`src/rtl/lifo_stack_ext.sv`:
```
// lifo_stack_ext: parametrised LIFO stack with occupancy count, combinational
// top-of-stack peek, almost-full threshold, sticky overflow/underflow flags,
// synchronous clear and replace-top on simultaneous push+pop.
// Optional feature macro: LIFO_STACK_HWM_EN adds the hwm_o high-water-mark output.
module lifo_stack_ext #(
    parameter int WIDTH    = 8,
    parameter int LENGTH   = 5,
    parameter int AF_LEVEL = 4,
    localparam int CW      = $clog2(LENGTH + 1)
) (
    input  logic             clk,
    input  logic             rstn,
    input  logic             clear_i,
    input  logic             push_i,
    input  logic             pop_i,
    input  logic [WIDTH-1:0] data_i,
    output logic [WIDTH-1:0] data_o,
    output logic             valid_o,
    output logic [WIDTH-1:0] top_o,
    output logic [CW-1:0]    count_o,
    output logic             full,
    output logic             empty,
    output logic             almost_full,
    output logic             overflow,
`ifdef LIFO_STACK_HWM_EN
    output logic             underflow,
    output logic [CW-1:0]    hwm_o
`else
    output logic             underflow
`endif
);

    localparam int AW = (LENGTH > 1) ? $clog2(LENGTH) : 1;

    logic [WIDTH-1:0] mem [LENGTH];

    logic [CW-1:0]    count_reg, count_next;
    logic [WIDTH-1:0] data_reg, data_next;
    logic             valid_reg, valid_next;
    logic             ovf_reg, ovf_next;
    logic             udf_reg, udf_next;

    logic             wr_en;
    logic [AW-1:0]    wr_idx;
    logic [AW-1:0]    top_idx;
    logic [WIDTH-1:0] top_word;
    logic [LENGTH-1:0] entry_we;

    // Stack pointer equals count; the top entry lives one slot below it.
    assign top_idx  = AW'(count_reg - CW'(1));
    assign top_word = mem[top_idx];

    assign empty       = (count_reg == '0);
    assign full        = (count_reg == CW'(LENGTH));
    assign almost_full = (count_reg >= CW'(AF_LEVEL));
    assign count_o     = count_reg;
    assign top_o       = empty ? '0 : top_word;
    assign data_o      = data_reg;
    assign valid_o     = valid_reg;
    assign overflow    = ovf_reg;
    assign underflow   = udf_reg;

    // Next-state decode: clear wins, then the push/pop combination.
    always_comb begin
        count_next = count_reg;
        data_next  = data_reg;
        valid_next = 1'b0;
        ovf_next   = ovf_reg;
        udf_next   = udf_reg;
        wr_en      = 1'b0;
        wr_idx     = AW'(count_reg);
        if (clear_i) begin
            count_next = '0;
            ovf_next   = 1'b0;
            udf_next   = 1'b0;
        end else begin
            case ({push_i, pop_i})
                2'b10: begin
                    if (!full) begin
                        wr_en      = 1'b1;
                        count_next = count_reg + CW'(1);
                    end else begin
                        ovf_next = 1'b1;
                    end
                end
                2'b01: begin
                    if (!empty) begin
                        data_next  = top_word;
                        valid_next = 1'b1;
                        count_next = count_reg - CW'(1);
                    end else begin
                        udf_next = 1'b1;
                    end
                end
                2'b11: begin
                    valid_next = 1'b1;
                    if (!empty) begin
                        // Replace-top: emit the old top, overwrite it in place.
                        data_next = top_word;
                        wr_en     = 1'b1;
                        wr_idx    = top_idx;
                    end else begin
                        // Nothing stored: the pushed word passes straight through.
                        data_next = data_i;
                    end
                end
                default: ;
            endcase
        end
    end

    // Per-entry write enables decoded from the single write port.
    for (genvar gi = 0; gi < LENGTH; gi++) begin : g_entry_we
        assign entry_we[gi] = wr_en && (wr_idx == AW'(gi));
    end

    // Storage array; contents are not reset, only the pointer is.
    always_ff @(posedge clk) begin
        for (int i = 0; i < LENGTH; i++) begin
            if (entry_we[i]) mem[i] <= data_i;
        end
    end

    // Control and output registers.
    always_ff @(posedge clk or negedge rstn) begin
        if (!rstn) begin
            count_reg <= '0;
            data_reg  <= '0;
            valid_reg <= 1'b0;
            ovf_reg   <= 1'b0;
            udf_reg   <= 1'b0;
        end else begin
            count_reg <= count_next;
            data_reg  <= data_next;
            valid_reg <= valid_next;
            ovf_reg   <= ovf_next;
            udf_reg   <= udf_next;
        end
    end

`ifdef LIFO_STACK_HWM_EN
    logic [CW-1:0] hwm_reg, hwm_next;

    // High-water mark tracks the largest count reached since reset or clear.
    always_comb begin
        hwm_next = hwm_reg;
        if (clear_i) hwm_next = '0;
        else if (count_next > hwm_reg) hwm_next = count_next;
    end

    // High-water-mark register.
    always_ff @(posedge clk or negedge rstn) begin
        if (!rstn) hwm_reg <= '0;
        else       hwm_reg <= hwm_next;
    end

    assign hwm_o = hwm_reg;
`endif

endmodule

```
`config.mk`:
```
export PLATFORM = sky130hd
export DESIGN_NAME = lifo_stack_ext
export DESIGN_NICKNAME = d
export VERILOG_FILES = /design/src/rtl/lifo_stack_ext.sv
export SDC_FILE = /design/constraint.sdc
export NUM_CORES = 1
export LEC_CHECK = 0
export ABC_AREA = 1
export BUFFER_PORTS_ARGS = -buffer_cell sky130_fd_sc_hd__buf_2
export CORE_MARGIN = 10
export CORE_UTILIZATION = 56
export DETAILED_ROUTE_END_ITERATION = 8
export PLACE_DENSITY = 0.79
export SYNTH_ARGS = -nofsm -noshare
export SYNTH_HDL_FRONTEND = slang
export SYNTH_SLANG_ARGS = --single-unit
```
`constraint.sdc`:
```
create_clock -name clk -period 2.9 [get_ports clk]
set_input_delay 0.29 -clock clk [delete_from_list [all_inputs] [get_ports clk]]
set_output_delay 0.29 -clock clk [all_outputs]
set_load 0.05 [all_outputs]
```
# After elaboration in Yosys (flattened, before gate mapping)
# Memory sizes are Yosys's and may differ from the RTL's.
# Index checks and enable logic that the tools add are counted.
word_totals:
  reg_bits: 14
  ram_bits: 40
  inputBits: 13
  out_inout_bits: 25
  elab_cells: 85
  memories: 1
memory_table:
  columns: ["name", "depth", "width", "rd", "rd_clocked_by_memory_dff", "wr", "line_no", "source"]
  rows:
  - ["mem", 5, 8, 1, 0, 1, "35", "logic [WIDTH-1:0] mem [LENGTH];"]
classes:
  addsub: 2
  order_cmp: 1
  n_eq_ne: 10
  n_mux: 44
  bitwise: 1
  n_reduce_logical: 21
op_table:
  columns: ["op", "n"]
  rows:
  - ["2-to-1 mux 8 bit", 7]
  - ["OR reduction 8 bit", 4]
  - ["2-to-1 mux 3 bit", 9]
  - ["2-to-1 mux 1 bit", 24]
  - ["case mux 8 bit (2 select lines)", 1]
  - ["nonzero test 2 bit", 5]
  - ["equality test 3 x 2 -> 1 bit (second input constant)", 2]
  - ["equality test 3 bit (second input constant)", 2]
  - ["logical NOT 3 bit", 2]
  - ["case mux 3 bit (2 select lines)", 1]
  - ["AND reduction 2 bit", 3]
  - ["logical AND 1 bit", 5]
  - ["equality test 2 bit (second input constant)", 2]
  - ["case mux 1 bit (2 select lines)", 2]
  - ["adder 3 x 1 -> 3 bit (second input constant)", 1]
  - ["equality test 3 x 1 -> 1 bit (second input constant)", 1]
  - [">= comparator 3 bit (second input constant)", 1]
  - ["inequality test 3 bit (second input constant)", 1]
  - ["AND reduction 3 bit", 1]
  - ["nonzero test 3 bit", 1]
  - ["subtractor 3 x 1 -> 3 bit (second input constant)", 1]
  - ["equality test 2 x 1 -> 1 bit (second input constant)", 1]
  - ["inequality test 2 bit (second input constant)", 1]
  - ["inverter 1 bit", 1]

# Longest topological paths before layout
logic_depth:
  ltp_word: 13
  mapped_depth: 13
  depth_no_buf: 11

# Least setup slack after synthesis
# No wires, ideal clock.
synth_path:
  kind: "register to output"
  from: "reg count_reg[0], in the netlist count_o[0]"
  to: "out top_o[0]"
  t_arrival_ns: 2.580
  required_ns: 2.610
  path_slack_ns: 0.030
  stages_incl_launch_ff: 10
  n_path_buf: 3
  cell_sequence: "dfrtp_1 -> buf_2 -> inv_2 -> buf_2 -> ha_1 -> buf_2 -> inv_2 -> nand3_1 -> nand3_1 -> a21oi_1"
synth_between:
  elab_chain_cells: 3
  elab_cells_between_ends: 4
  cone_classes: "1 x add/sub; 1 x mux; 1 x reduce/logical; 1 x memory"
synth_rtl:
  columns: ["item", "line_no", "source"]
  rows:
  - ["start, declared", "37", "logic [CW-1:0] count_reg, count_next;"]
  - ["start signal, assigned", "133", "count_reg <= count_next;"]
  - ["subtractor 3 x 1 -> 3 bit", "50", "assign top_idx = AW'(count_reg - CW'(1));"]
  - ["memory read (5 x 8 bit)", null, null]
  - ["2-to-1 mux 8 bit (*)", "57", "assign top_o = empty ? '0 : top_word;"]
  - ["end, declared", "19", "output logic [WIDTH-1:0] top_o,"]
# Every way passes the cells marked *; elsewhere a longest branch is shown, timed or not.

# Worst setup path in the final report
layout_path:
  from: "reg count_reg[1], in the netlist count_o[1]"
  to: "out top_o[7]"
# The elaborated chain is that of the path after synthesis.

==> impl_results.md <==
* Outcome: finished, final reports clean
* Worst hold path class: in2reg
* Syn nets at 284
* Worst Path Required at 2610 ps
* Starting Density at 58.0%
* Ant. Diodes at 0
* Nets@finish at 326
* Largest net degree at the start of global routing at 22
* CP arrival at between 2000 and 2500 ps
* Vias per inst at 5.34
* Fmax at 426 MHz
* CTS Buffer Depth at 2
* Yosys top cell area share at 47.2%
* Synth Area in Compound Gates at under 10%
* Final Power at 2540 uW
* Rel. slew slack at 53.5%
* Buf/Inv on CP at 4
* Core area at roughly 4400 sq um
* Post-Synth Simple-Gate Area at 28.5%
* Post-DP HPWL at 4.12 mm
* Largest area contributor in the netlist: edfxtp_1
* Leakage power total at 0.00131 uW
* Synth Instances at ~270
* Final wirelength at 5.53 mm
* Maximum VDD drop at 0.000650 V
* CTS root buf: clkbuf_8
* Tcrit/Tclk final at 80.9%
* Worst Hold Launch: clear_i
* Worst r2r path cells at 8
* CTS tree: built
* WHS at 238 ps
* Number of synthesized register bits at 54
* Final core occ at 66.2%
* Tot GR Track Use at approximately 15%
* Pwr Density at 875 nW/um^2
* Mux cell area share after synthesis at 0%
* Post-CTS sizing at 0
* Sequential area share after synthesis at 61.0%
* Area Overhead vs Synth at 14.0%
* RSZ-0062 raised after global routing: no
* Synth warnings at 0
* Worst Tran Pin Value at just under 700 ps
* Distinct cell type count after synthesis at 25
* Number of setup buffers added after CTS at 0
* Setup tns final at 0 ps
* Crit end category: output pin
* FF-to-FF End: mem[1][6]
* DRT antenna net count at 0
* Mapped Area at 2540 sq um
* Maximum fanout along the worst path at 10
* Post-Synth Adder-Cell Area at 1.97%
* CTS clk-pin slew, worst paths at roughly 90 ps
* GRT overflow at 0
* Delay-heaviest family, CP: buffers and inverters
* Main combinational cell family by area after synthesis: simple AND/OR/NAND/NOR gates
* Clk_lat worst skew at ~300 ps
* Number of I/O pins at 38
* Iter 0 DRT Violations at 166
* Setup Slack @ Placement at 597 ps
* Antenna violations before repair at 0
* Fraction of layout cells with a size suffix above 1 at 23.2%
* Syn_area_per_cell at 9.53 sq um
* Worst hold path depth at 2
* DR DRC count at 0
* Setup ws final at roughly 550 ps
* Placer Congestion at 0.869
* Shortest period the worst path allows at ~2300 ps
* Die X at 87.4 um
* Reg2Reg Setup Slack at 590 ps
* Final setup vio count at 0
* Clk sinks at 54
* Vias in the first global route at 1947
* Reg2Reg Launch Point: count_o[1]
* Max stage delay on crit path at 430 ps
* Max-cap violations at 0
* CP max stage cell: dfrtp_1
* DIE HEIGHT at 87.4 um
* Startpoint Class: flip-flop
* XOR/XNOR Fraction of Synth Area at 0.688%
* Drt wl/cell at 15.3 um
* Setup CP Type: reg2out
* Worst-path cell chain: inv_1 -> ha_1 -> inv_1 -> nand2_1 -> nand2_2 -> inv_2 -> nand2_1 -> a21oi_1 -> buf_2
* Fillcell total at 353
* Drt pass-1 iters at 4
* Via count at 1932
* IO Port Bufs at 37
* Clock H-tree levels at 2
* CTS Buf Count at 5
* Row count at 24
* Top cells by area, synth: edfxtp_1, dfrtp_1, nand2_1
* Global-route wire length before repair at 9.11 mm
* Fin. Hold Viols at 0
* Clock skew at 6.78 ps
* Die area at 7640 sq um
* Max-slew violation count at 0
* Hold Path End: underflow
* Hold buffers post-CTS at 1
==> registers in the layout, summed over array words and instances, names as in the netlist <==
name	cells
mem	40
data_o	8
count_o	3
overflow	1
underflow	1
valid_o	1
==> report_power, final <==
part | switching (uW) | leakage, uW | internal, uW
clock | 230 | 0.0000519 | 215
combinational | 865 | 0.000721 | 271
sequential | 41.5 | 0.000541 | 914
==> Yosys cell counts <==
master and count:
nand2_1 90, edfxtp_1 40, nand3_1 38, nor2_1 25, dfrtp_1 14, a21oi_1 11, inv_2 10, buf_2 7
inv_1 6, ha_1 4, nand2_2 4, o21ai_1 3, nand3_2 2, nor2_4 2, and2_1 1, buf_4 1
buf_6 1, clkbuf_1 1, nand3_4 1, nor2_2 1, nor3_1 1, o21ai_0 1, o21ai_2 1, xnor2_1 1
xor2_1 1
==> logic make-up after synthesis <==
| kind of cell | after synthesis |
|---|---|
| buffers and inverters | 26 |
| adders and majority gates | 4 |
| and+or+nand+nor | 165 |
| xor gates and xnor gates | 2 |
| AOI/OAI and AO/OA | 16 |
| DFF | 54 |
==> metrics by stage <==
step,cells,cell area [sq um]
after floorplan,267,2540
after global placement,353,2790
after detailed placement,353,2790
after CTS,362,2900
after global routing,362,2900
final,362,2900
==> cell usage in the layout, fill, tap and decap left out, drive strengths merged <==
master,synthesis,final
xor2,1,1
nor3,1,1
nand2,94,94
buf,9,44
ha,4,4
a21oi,11,11
clkbuf,1,7
xnor2,1,1
dlygate4sd3,0,1
inv,16,16
and2,1,1
nor2,28,28
edfxtp,40,40
clkinv,0,1
dfrtp,14,14
o21ai,5,5
nand3,41,41
==> worst register-to-register path: cells and delay by family (launching register included) <==
kind / cells / cell delay (ps)
buffers and inverters: 2 / 270
adders and majority gates: 1 / 180
DFF: 1 / 430
and+or+nand+nor: 5 / 1060
==> per-layer routing <==
layer  GRT usage (%)  vias up  share of wire (%)
met5               0        -                  0
met4            4.64        0                1.3
met3            3.09        9                4.1
met2            26.7       47                 53
met1            17.2      914                 41
li1                -      962                  -
==> area by class of cell <==
type | instances | area, sq um | share of cell area [%]
Clock inverter | 1 | 3.75 | 0.129
Sequential cell | 54 | 1550 | 53.5
Inverter | 16 | 60.1 | 2.07
Timing Repair Buffer | 45 | 248 | 8.54
Tap cell | 52 | 65.1 | 2.24
Multi-Input combinational cell | 187 | 876 | 30.2
Clock buffer | 7 | 96.3 | 3.32
==> how the worst max path moves through the flow <==
stage               startpoint         to  slack (ps)  cells past startpoint
CTS                 count_o[1]   top_o[7]         580                      9
global route        count_o[1]  mem[1][3]         370                      8
floorplan           count_o[0]   top_o[0]          30                      9
finish              count_o[1]   top_o[7]         550                      9
detailed placement  count_o[1]  mem[1][3]         600                      8
global placement    count_o[1]  mem[1][4]         710                      9
No activity file was read; power rests on OpenSTA's default activity.
